### config.mk
export PLATFORM = sky130hd
export DESIGN_NAME = fb_scanout_arbiter
export DESIGN_NICKNAME = d
export VERILOG_FILES = /design/src/rtl/fb_scanout_arbiter_pkg.sv /design/src/rtl/pix_fifo.sv /design/src/rtl/fb_scanout_arbiter.sv
export SDC_FILE = /design/constraint.sdc
export NUM_CORES = 1
export LEC_CHECK = 0
export ABC_AREA = 1
export CAP_MARGIN = 20
export CORE_UTILIZATION = 40
export DETAILED_ROUTE_END_ITERATION = 10
export GPL_ROUTABILITY_DRIVEN = 0
export PLACE_DENSITY = 0.66
export SYNTH_ARGS = -nofsm -noshare
export SYNTH_HDL_FRONTEND = slang
export SYNTH_HIERARCHICAL = 1
export SYNTH_SLANG_ARGS = --single-unit
### constraint.sdc
create_clock -name c25 -period 2.1 [get_ports c25]
set_clock_uncertainty 0.2 [all_clocks]
set_input_delay 0.21 -clock c25 [delete_from_list [all_inputs] [get_ports c25]]
set_output_delay 0.21 -clock c25 [all_outputs]
set_load 0.01 [all_outputs]
### src/rtl/fb_scanout_arbiter_pkg.sv
// Shared constants and types for the framebuffer scanout arbiter.
// The scan FSM and the pixel FIFO both import this package.
package fb_scanout_arbiter_pkg;

  localparam int unsigned H_RES  = 640;
  localparam int unsigned V_RES  = 480;
  localparam int unsigned ADDR_W = 19;

  typedef struct packed {
    logic [2:0] r;
    logic [2:0] g;
    logic [1:0] b;
  } rgb332_t;

  typedef enum logic {
    StFill = 1'b0,
    StHold = 1'b1
  } scan_state_e;

  function automatic int unsigned frame_pixels(input int unsigned h, input int unsigned v);
    return h * v;
  endfunction

endpackage

### src/rtl/pix_fifo.sv
// Prefetch FIFO between framebuffer reads and the pixel pipeline.
// Pop on empty is ignored; head reads as zero when empty.
module pix_fifo
  import fb_scanout_arbiter_pkg::*;
#(
  parameter int unsigned DEPTH = 4
) (
  input  logic                         clk,
  input  logic                         rst,
  input  logic                         flush,
  input  logic                         push,
  input  rgb332_t                      push_data,
  input  logic                         pop,
  output rgb332_t                      head,
  output logic                         valid,
  output logic [$clog2(DEPTH+1)-1:0]   count
);

  localparam int unsigned CntW = $clog2(DEPTH + 1);
  localparam int unsigned PtrW = (DEPTH > 1) ? $clog2(DEPTH) : 1;

  rgb332_t         mem_q [DEPTH];
  logic [PtrW-1:0] rd_ptr_q;
  logic [PtrW-1:0] wr_ptr_q;
  logic [CntW-1:0] count_q;
  logic            do_pop;
  logic            do_push;

  function automatic logic [PtrW-1:0] bump(input logic [PtrW-1:0] p);
    return (p == PtrW'(DEPTH - 1)) ? '0 : p + 1'b1;
  endfunction

  assign valid   = (count_q != '0);
  assign do_pop  = pop && valid;
  // A push into a full FIFO is only accepted when a pop frees the slot.
  assign do_push = push && ((count_q != CntW'(DEPTH)) || do_pop);
  assign head    = valid ? mem_q[rd_ptr_q] : '0;
  assign count   = count_q;

  always_ff @(posedge clk or posedge rst) begin
    if (rst) begin
      rd_ptr_q <= '0;
      wr_ptr_q <= '0;
      count_q  <= '0;
    end else if (flush) begin
      rd_ptr_q <= '0;
      wr_ptr_q <= '0;
      count_q  <= '0;
    end else begin
      if (do_push) wr_ptr_q <= bump(wr_ptr_q);
      if (do_pop)  rd_ptr_q <= bump(rd_ptr_q);
      case ({do_push, do_pop})
        2'b10:   count_q <= count_q + 1'b1;
        2'b01:   count_q <= count_q - 1'b1;
        default: count_q <= count_q;
      endcase
    end
  end

  always_ff @(posedge clk) begin
    if (do_push && !flush) mem_q[wr_ptr_q] <= push_data;
  end

endmodule

### src/rtl/fb_scanout_arbiter.sv
// Single-port SRAM arbiter: scanout prefetch reads take priority over host writes.
// Reads are credit-limited so the prefetch FIFO can never overflow.
module fb_scanout_arbiter #(
  parameter int unsigned H_RES  = fb_scanout_arbiter_pkg::H_RES,
  parameter int unsigned V_RES  = fb_scanout_arbiter_pkg::V_RES,
  parameter int unsigned ADDR_W = fb_scanout_arbiter_pkg::ADDR_W,
  parameter int unsigned DEPTH  = 4
) (
  input  logic              c25,
  input  logic              Reset,
  input  logic              frame_start,
  input  logic              pix_pop,
  output logic [7:0]        pixel_out,
  output logic              pix_valid,
  output logic              underflow,
  input  logic              wr_req,
  input  logic [ADDR_W-1:0] wr_addr,
  input  logic [7:0]        wr_data,
  output logic              wr_ack,
  output logic [ADDR_W-1:0] mem_addr,
  output logic [7:0]        mem_wdata,
  output logic              mem_we,
  input  logic [7:0]        mem_rdata
);

  import fb_scanout_arbiter_pkg::*;

  localparam int unsigned       CntW     = $clog2(DEPTH + 1);
  localparam logic [ADDR_W-1:0] LastAddr = ADDR_W'(frame_pixels(H_RES, V_RES) - 1);

  scan_state_e       state_q;
  logic [ADDR_W-1:0] scan_addr_q;
  logic              rd_pend_q;
  logic [1:0]        inflight;
  logic [CntW-1:0]   fifo_count;
  logic              credit_ok;
  logic              scan_grant;
  logic              wr_grant;
  logic              capture;
  rgb332_t           rdata_px;
  rgb332_t           head_px;

  // One command per cycle, so at most the read issued last edge is uncaptured.
  assign inflight   = {1'b0, rd_pend_q};
  assign credit_ok  = (32'(fifo_count) + 32'(inflight)) < DEPTH;
  assign scan_grant = (state_q == StFill) && credit_ok && !frame_start;
  // Blocking on wr_ack keeps a still-held request from being issued twice.
  assign wr_grant   = !scan_grant && wr_req && !wr_ack;
  // Data returning across a frame_start belongs to the old frame and is dropped.
  assign capture    = rd_pend_q && !frame_start;
  assign rdata_px   = rgb332_t'(mem_rdata);
  assign pixel_out  = head_px;

  pix_fifo #(
    .DEPTH (DEPTH)
  ) u_pix_fifo (
    .clk       (c25),
    .rst       (Reset),
    .flush     (frame_start),
    .push      (capture),
    .push_data (rdata_px),
    .pop       (pix_pop),
    .head      (head_px),
    .valid     (pix_valid),
    .count     (fifo_count)
  );

  always_ff @(posedge c25 or posedge Reset) begin
    if (Reset) begin
      state_q     <= StFill;
      scan_addr_q <= '0;
      rd_pend_q   <= 1'b0;
      mem_addr    <= '0;
      mem_wdata   <= '0;
      mem_we      <= 1'b0;
      wr_ack      <= 1'b0;
      underflow   <= 1'b0;
    end else begin
      rd_pend_q <= scan_grant;
      mem_we    <= wr_grant;
      wr_ack    <= wr_grant;

      if (scan_grant) begin
        mem_addr <= scan_addr_q;
      end else if (wr_grant) begin
        mem_addr  <= wr_addr;
        mem_wdata <= wr_data;
      end

      if (frame_start) begin
        state_q     <= StFill;
        scan_addr_q <= '0;
      end else if (scan_grant) begin
        if (scan_addr_q == LastAddr) begin
          state_q <= StHold;
        end else begin
          scan_addr_q <= scan_addr_q + 1'b1;
        end
      end

      if (pix_pop && !pix_valid) underflow <= 1'b1;
    end
  end

endmodule
==> impl_metrics.tcl, run 1 <==
set metrics [dict create \
    die_area_um2 11210 \
    p_per_area_nw_per_um2 1045 \
    tritoncts "yes" \
    grt_pass1_vias 3534 \
    fin_nets 640 \
    drc 0 \
    worstPathCellList "nor2_4, nand2_4, nand3_2, inv_1, fa_1, xnor2_2, inv_1, nand2_1, nand2_1, nand3_1, nand2_1" \
    worst_pin_slew_ps 346.1 \
    leakage_nw 2.455 \
    min_path_type "input port to register" \
    cpMostUsedCell "nand2_1" \
    most-common-layout-cells "nand2_1, nor2_1, clkdlybuf4s50_1" \
    clockRootBuffer "clkbuf_8" \
    grt_use_total_pct 19.84 \
    critPathKind "register to register" \
    ir_drop_uv 580.9 \
    drt_iter0_markers 138 \
    hpwl_um 7541 \
    cts_num_sinks 89 \
    synth_area_leaders "dfrtp_1, edfxtp_1, nand2_1" \
    layout-drive-gt1-share_pct 14.05 \
    hold_viol 0 \
    port_buffers 78 \
    insertion_delay_ps 370 \
    wl_per_cell_um 14.73 \
    power.total_mw 5.893 \
    crit_path_end_kind "register" \
    grt_first_pass_wirelength_um 17180 \
    synth_warnings 6 \
    synthesis.area_um2 4315 \
    fin_crit_sh_pct 97.15 \
    grt_overflow_total 0 \
    combPwrFrac_pct 41.2 \
    critPathLaunchType "register" \
    coreArea_um2 10370 \
    numCtsBuffers 9 \
    p_clk_share_pct 19.5 \
    fin_ws_ps 59.95 \
    switching_share_pct 36.99 \
    drt-pass1-iter-count 6 \
    final_common_cell "nand2_1" \
    wl_um 10810 \
    via_count 3627 \
    avgSynthCellArea_um2 8.861 \
    seqPwrFrac_pct 39.3 \
    htree_levels 3 \
    syn_inst 487 \
    die_w_um 105.9 \
    dp_slack_ps -97.54 \
    start_util_pct 41.61 \
    cp_data_arrival_time_ps 2110 \
    yosysTopAreaCellShare_pct 33.05 \
    crit_path_max_fanout 5 \
    syn-num-nets 534 \
    crit_path_max_incr_delay_ps 460 \
    antennaDiodeCount 0 \
    seq_area_frac_synth_pct 55.32 \
    drv_cap 0 \
    setup_viol 0 \
    ys_seq_elements 89 \
    clk_pin_slew_ps 100 \
    yosysUniqueCellTypes 32 \
    chipHeight_um 105.9 \
    fmax_mhz 490.2 \
    final.min_clock_period_ps 2040 \
    outcome "finished clean" \
    critical_path_required_ps 2170 \
    p_int_mw 3.713 \
    antenna_found_initial 0 \
    max_slew_margin_pct 76.87 \
    clockBufferDepth 2 \
    syn_to_final_growth_pct 30.73 \
    fp-row-count 37 \
    fin_util_pct 54.40 \
    ios 79 \
    n_fill_cell 952 \
    vias_per_cell 4.941 \
    power.switching_mw 2.180 \
    grt_max_degree 51 \
    ant_nets 0 \
    maxSlewViolCount 0 \
    slowest_stage "dfrtp_2" \
    yosysTopAreaCell "dfrtp_1" \
]
[Yosys cell counts]
cell type  count
nand2_1      108
nor2_1       107
dfrtp_1       57
inv_1         38
edfxtp_1      32
nand3_1       21
o21ai_0       20
o22ai_1       19
a21oi_1        9
o21ai_1        9
xor2_1         9
ha_1           6
nand4_1        6
buf_4          5
buf_2          4
buf_6          4
inv_2          4
nand2_2        4
nand3_2        4
nor2_4         4
clkbuf_1       2
nand2_4        2
nor2_2         2
o21bai_1       2
or2_2          2
clkbuf_2       1
fa_1           1
nor2_8         1
nor3_1         1
o21a_1         1
o21ai_2        1
xnor2_1        1
[area by class of cell]
class,instances,area [µm²],share of cell area [%]
flip-flops and latches,89,2390,42.36
multi-input cells,341,1679,29.76
repair buffers,110,1045,18.52
well taps,136,170.2,3.016
inverters,42,161.4,2.861
clock buffers,9,123.9,2.196
clock inverters,7,72.57,1.286
[repair_timing]
| item | 4_1_cts | 5_1_grt |
|---|---|---|
| setup buffers | 1 | 7 |
| gates cloned | 0 | 1 |
| gates resized for setup | 26 | 9 |
| pin swaps | 1 | 3 |
| hold endpoints to repair | 7 | 0 |
| setup endpoints to repair | 8 | 15 |
| hold buffers | 1 | 0 |
[metrics by stage]
stage	area, µm²	hold WS [ps]	setup TNS (ps)	std cells
4_1_cts	5567	154.7	-5.644	726
3_3_place_gp	5349	265.0	-31.63	708
5_1_grt	5642	162.8	-37.68	734
2_1_floorplan	4315	-186.6	0	487
6_report	5642	174.2	0	734
3_5_place_dp	5349	272.8	-115.5	708
[worst max-delay path: cells and delay by family (launching register included)]
family	cells	cell delay (ps)
xor gates and xnor gates	1	190
adders and majority gates	1	400
buffers and inverters	2	120
DFF	1	460
and+or+nand+nor	7	580
[per-layer routing]
metal	part of all wire (%)	up-vias	GRT usage (%)
met5	0	-	0
met2	50	100	33.24
li1	-	1790	-
met4	1.7	0	7.937
met1	43	1720	24.45
met3	4.8	17	5.009
[flip-flops by register name, indices dropped and copies added (netlist names)]
signal / cells
mem_addr: 19
mem_wdata: 8
mem_we: 1
rd_pend_q: 1
scan_addr_q: 19
state_q: 1
u_pix_fifo/count: 3
u_pix_fifo/mem_q: 32
u_pix_fifo/rd_ptr_q: 2
u_pix_fifo/wr_ptr_q: 2
underflow: 1
[cells by family (layout without fill, tap and decap cells)]
kind of cell / Yosys count / after routing / synth area share, %
XOR/XNOR: 10 / 10 / 2.030
AO/OA/AOI/OAI: 61 / 61 / 7.886
adder cells (fa/ha/maj): 7 / 7 / 2.204
buffers and inverters: 58 / 168 / 6.321
AND/OR/NAND/NOR: 262 / 263 / 26.24
flip-flops: 89 / 89 / 55.32
[final timing paths]
| check | start | to | slack, ps | depth (start not counted) |
|---|---|---|---|---|
| setup / recovery | u_pix_fifo/count[1]$_DFFE_PP0P_ | u_pix_fifo/count[2]$_DFFE_PP0P_ | 60 | 11 |
| hold / removal | wr_data[4] | mem_wdata[4]$_DFFE_PP0P_ | 170 | 3 |
| setup reg to reg | u_pix_fifo/count[1]$_DFFE_PP0P_ | u_pix_fifo/count[2]$_DFFE_PP0P_ | 60 | 11 |
| hold reg to reg | mem_wdata[3]$_DFFE_PP0P_ | mem_wdata[3]$_DFFE_PP0P_ | 290 | 2 |
| max in group asynchronous | Reset | mem_wdata[2]$_DFFE_PP0P_ | 870 | 4 |
| min in group asynchronous | Reset | u_pix_fifo/count[0]$_DFFE_PP0P_ | 490 | 3 |
[power by group through the flow]
| stage | Clock (mW) | Sequential (mW) | Combinational, mW |
|---|---|---|---|
| final | 1.15 | 2.31 | 2.43 |
| after global routing | 1.25 | 2.35 | 2.63 |
| after CTS | 1.19 | 2.32 | 2.29 |
| after detailed placement | 0 | 2.34 | 2.28 |
| after global placement | 0 | 2.34 | 2.23 |
| after floorplan | 0 | 2.40 | 1.11 |
No activity file was read; power rests on OpenSTA's default activity.
==> inputs of run 2 (changes only) <==
--- a/config.mk
+++ b/config.mk
@@ -5,7 +5,6 @@
 export SDC_FILE = /design/constraint.sdc
 export NUM_CORES = 1
 export LEC_CHECK = 0
-export ABC_AREA = 1
 export CAP_MARGIN = 20
 export CORE_UTILIZATION = 40
 export DETAILED_ROUTE_END_ITERATION = 10
==> run 2 against run 1 <==
  * The run now ends with setup timing left
  * Power shrank 36%
  * Combinational power shrank 73%
  * Count of clock-buffer cells in the layout is the same
  * Worst setup slack lost 84 ps
  * Global-route usage shrank 1.8 points
  * Non-clock buffer count grew 21
  * Critical path type is now register to output pin
  * Critical path depth shrank 7
  * Fmax shrank 3.9%
==> impl_metrics.tcl, run 2 <==
set metrics [dict create \
    critPathKind "register to output pin" \
    globalRouteMet3Util_pct 4.047 \
    synthFlopType "dfrtp_1" \
    dp_slack_ps -223.2 \
    fin_util_pct 56.49 \
    hpwl_um 6431 \
    vias_per_cell 5.108 \
    outcome "complete, but fails checks" \
    most-common-layout-cells "clkdlybuf4s50_1, dfrtp_1, buf_4" \
    crit_path_end_kind "output pin" \
    multi_input_area_um2 1876 \
    max_slew_margin_pct 71.52 \
    wl_um 9337 \
    avgSynthCellArea_um2 12.42 \
    crit_family "multiplexers" \
    clockBufferDepth 2 \
    yosysUniqueCellTypes 57 \
    insertion_delay_ps 370 \
    syn_to_final_growth_pct 36.16 \
    design_area_um2 5884 \
    via_count 3121 \
    ant_nets 0 \
    reg_top3 "u_pix_fifo/mem_q x32, mem_addr x19, scan_addr_q x19" \
    layout-drive-gt1-share_pct 29.05 \
    synth-edff-count 32 \
    regArea_um2 2392 \
    fp-row-count 37 \
    holdWs_ps 254.7 \
    grt_use_total_pct 18.06 \
    synthesis.area_um2 4322 \
    antenna_found_initial 0 \
    seq_area_frac_synth_pct 55.24 \
    clockRootBuffer "clkbuf_8" \
    synth_most_common_cell "dfrtp_1" \
    worst_pin_slew_ps 423.6 \
    drv_cap 0 \
    dp_cells 587 \
    synth_area_leaders "dfrtp_1, edfxtp_1, mux2i_1" \
    yosysTopAreaCellShare_pct 33.01 \
    chipHeight_um 105.9 \
    fmax_mhz 470.9 \
    grt_pass1_vias 3230 \
    drt_iter0_markers 129 \
    crit_path_max_fanout 5 \
    dpl_cell_area_um2 5580 \
    n_fill_cell 884 \
    critPathLaunchType "register" \
    syn-num-nets 395 \
    rsz0062_at_grt "true" \
    worstPathCellList "buf_6, mux4_2, nor2b_1, buf_2" \
    tritoncts "yes" \
    critPathBufInv 2 \
    htree_levels 3 \
    synthArstFlopShare_pct 64.04 \
    port_buffers 78 \
    largest_reg_flops 32 \
    violations "setup timing" \
    maxSlewViolCount 0 \
    final.min_clock_period_ps 2124 \
    start_util_pct 41.49 \
    ir_drop_uv 481.3 \
    slowest_stage "mux4_2" \
    die_area_um2 11220 \
    fin_crit_sh_pct 101.1 \
    antennaDiodeCount 0 \
    grt_overflow_total 0 \
    gr-usage-met2_pct 29.93 \
    tns_ps -41.02 \
    ios 79 \
    numCtsBuffers 9 \
    ys_seq_elements 89 \
    top_usage_layer "met2" \
    stdcell_count 611 \
    leakage_nw 2.408 \
    yosysTopAreaCell "dfrtp_1" \
    final_common_cell "clkdlybuf4s50_1" \
    min_path_type "input port to register" \
    hold_viol 0 \
    drc 0 \
    power.total_mw 3.763 \
    fin_ws_ps -23.73 \
    syn_inst 348 \
    critical_path_required_ps 1690 \
    grt_max_degree 51 \
    fin_nets 517 \
    wl_per_cell_um 15.28 \
    crit_path_max_incr_delay_ps 510 \
    gr-usage-met1_pct 23.15 \
    synthTopCellsByCount "dfrtp_1, edfxtp_1, nand2_1, o21ai_0, mux2i_1" \
    cp_data_arrival_time_ps 1710 \
    coreArea_um2 10420 \
    regMostFlops "u_pix_fifo/mem_q" \
    synth_warnings 6 \
    grt_first_pass_wirelength_um 15640 \
    p_per_area_nw_per_um2 639.5 \
    die_w_um 105.9 \
    cts_num_sinks 89 \
    clk_pin_slew_ps 100 \
    drt-pass1-iter-count 4 \
    setup_viol 3 \
]
run 2: power by group:
part | switching [mW] | internal [mW] | total [mW]
Clock | 0.693 | 0.467 | 1.16
Combinational | 0.286 | 0.377 | 0.663
Sequential | 0.0516 | 1.89 | 1.94
run 2: what timing repair did:
item                                    in CTS  in global routing
endpoints found under the hold margin        7                  0
endpoints found under the setup margin      15                 18
gates resized for setup                     40                 19
hold buffers                                 1                  0
setup buffers                                7                  1
cloned                                       1                  0
pin swaps                                    3                  6
run 2: worst reg2reg max path, delay by kind of cell (launching register included):
family	cells	cell delay, ps
buffers and inverters	1	130
adder cells (fa/ha/maj)	1	340
AND/OR/NAND/NOR	3	710
flip-flops	1	440
AO/OA/AOI/OAI	1	170
run 2: final cells by class:
class / instances / share of cell area, %
Sequential cell: 89 / 40.65
Multi-Input combinational cell: 226 / 31.87
Timing Repair Buffer: 131 / 20.43
Tap cell: 136 / 2.892
Clock buffer: 9 / 2.105
Clock inverter: 7 / 1.212
Inverter: 13 / 0.8293
run 2: worst paths after layout:
check	slack (ps)	from	cells past startpoint	end
setup / recovery	-20	u_pix_fifo/rd_ptr_q[0]$_DFFE_PP0P_	4	pixel_out[1]
hold / removal	250	wr_data[1]	2	mem_wdata[1]$_DFFE_PP0P_
setup reg to reg	30	u_pix_fifo/count[0]$_DFFE_PP0P_	6	u_pix_fifo/count[2]$_DFFE_PP0P_
hold reg to reg	280	underflow$_DFFE_PP0P_	1	underflow$_DFFE_PP0P_
max in group asynchronous	870	Reset	4	mem_we$_DFF_PP0_
min in group asynchronous	480	Reset	3	u_pix_fifo/wr_ptr_q[1]$_DFFE_PP0P_
run 2: cell families (layout without fill, tap and decap cells):
kind of cell / count (synthesis) / in the layout / synth area share, %
XOR/XNOR: 2 / 2 / 0.4054
multiplexers: 45 / 45 / 13.20
AO/OA/AOI/OAI: 61 / 61 / 9.583
flip-flops: 89 / 89 / 55.24
buffers and inverters: 33 / 160 / 3.822
AND/OR/NAND/NOR: 111 / 111 / 15.55
adder cells (fa/ha/maj): 7 / 7 / 2.200
run 2: metal layers:
layer / part of all wire (%) / wire, µm
met1: 45 / 4158
met2: 50 / 4711
met3: 3.8 / 355
met4: 1.2 / 112
met5: 0 / 0
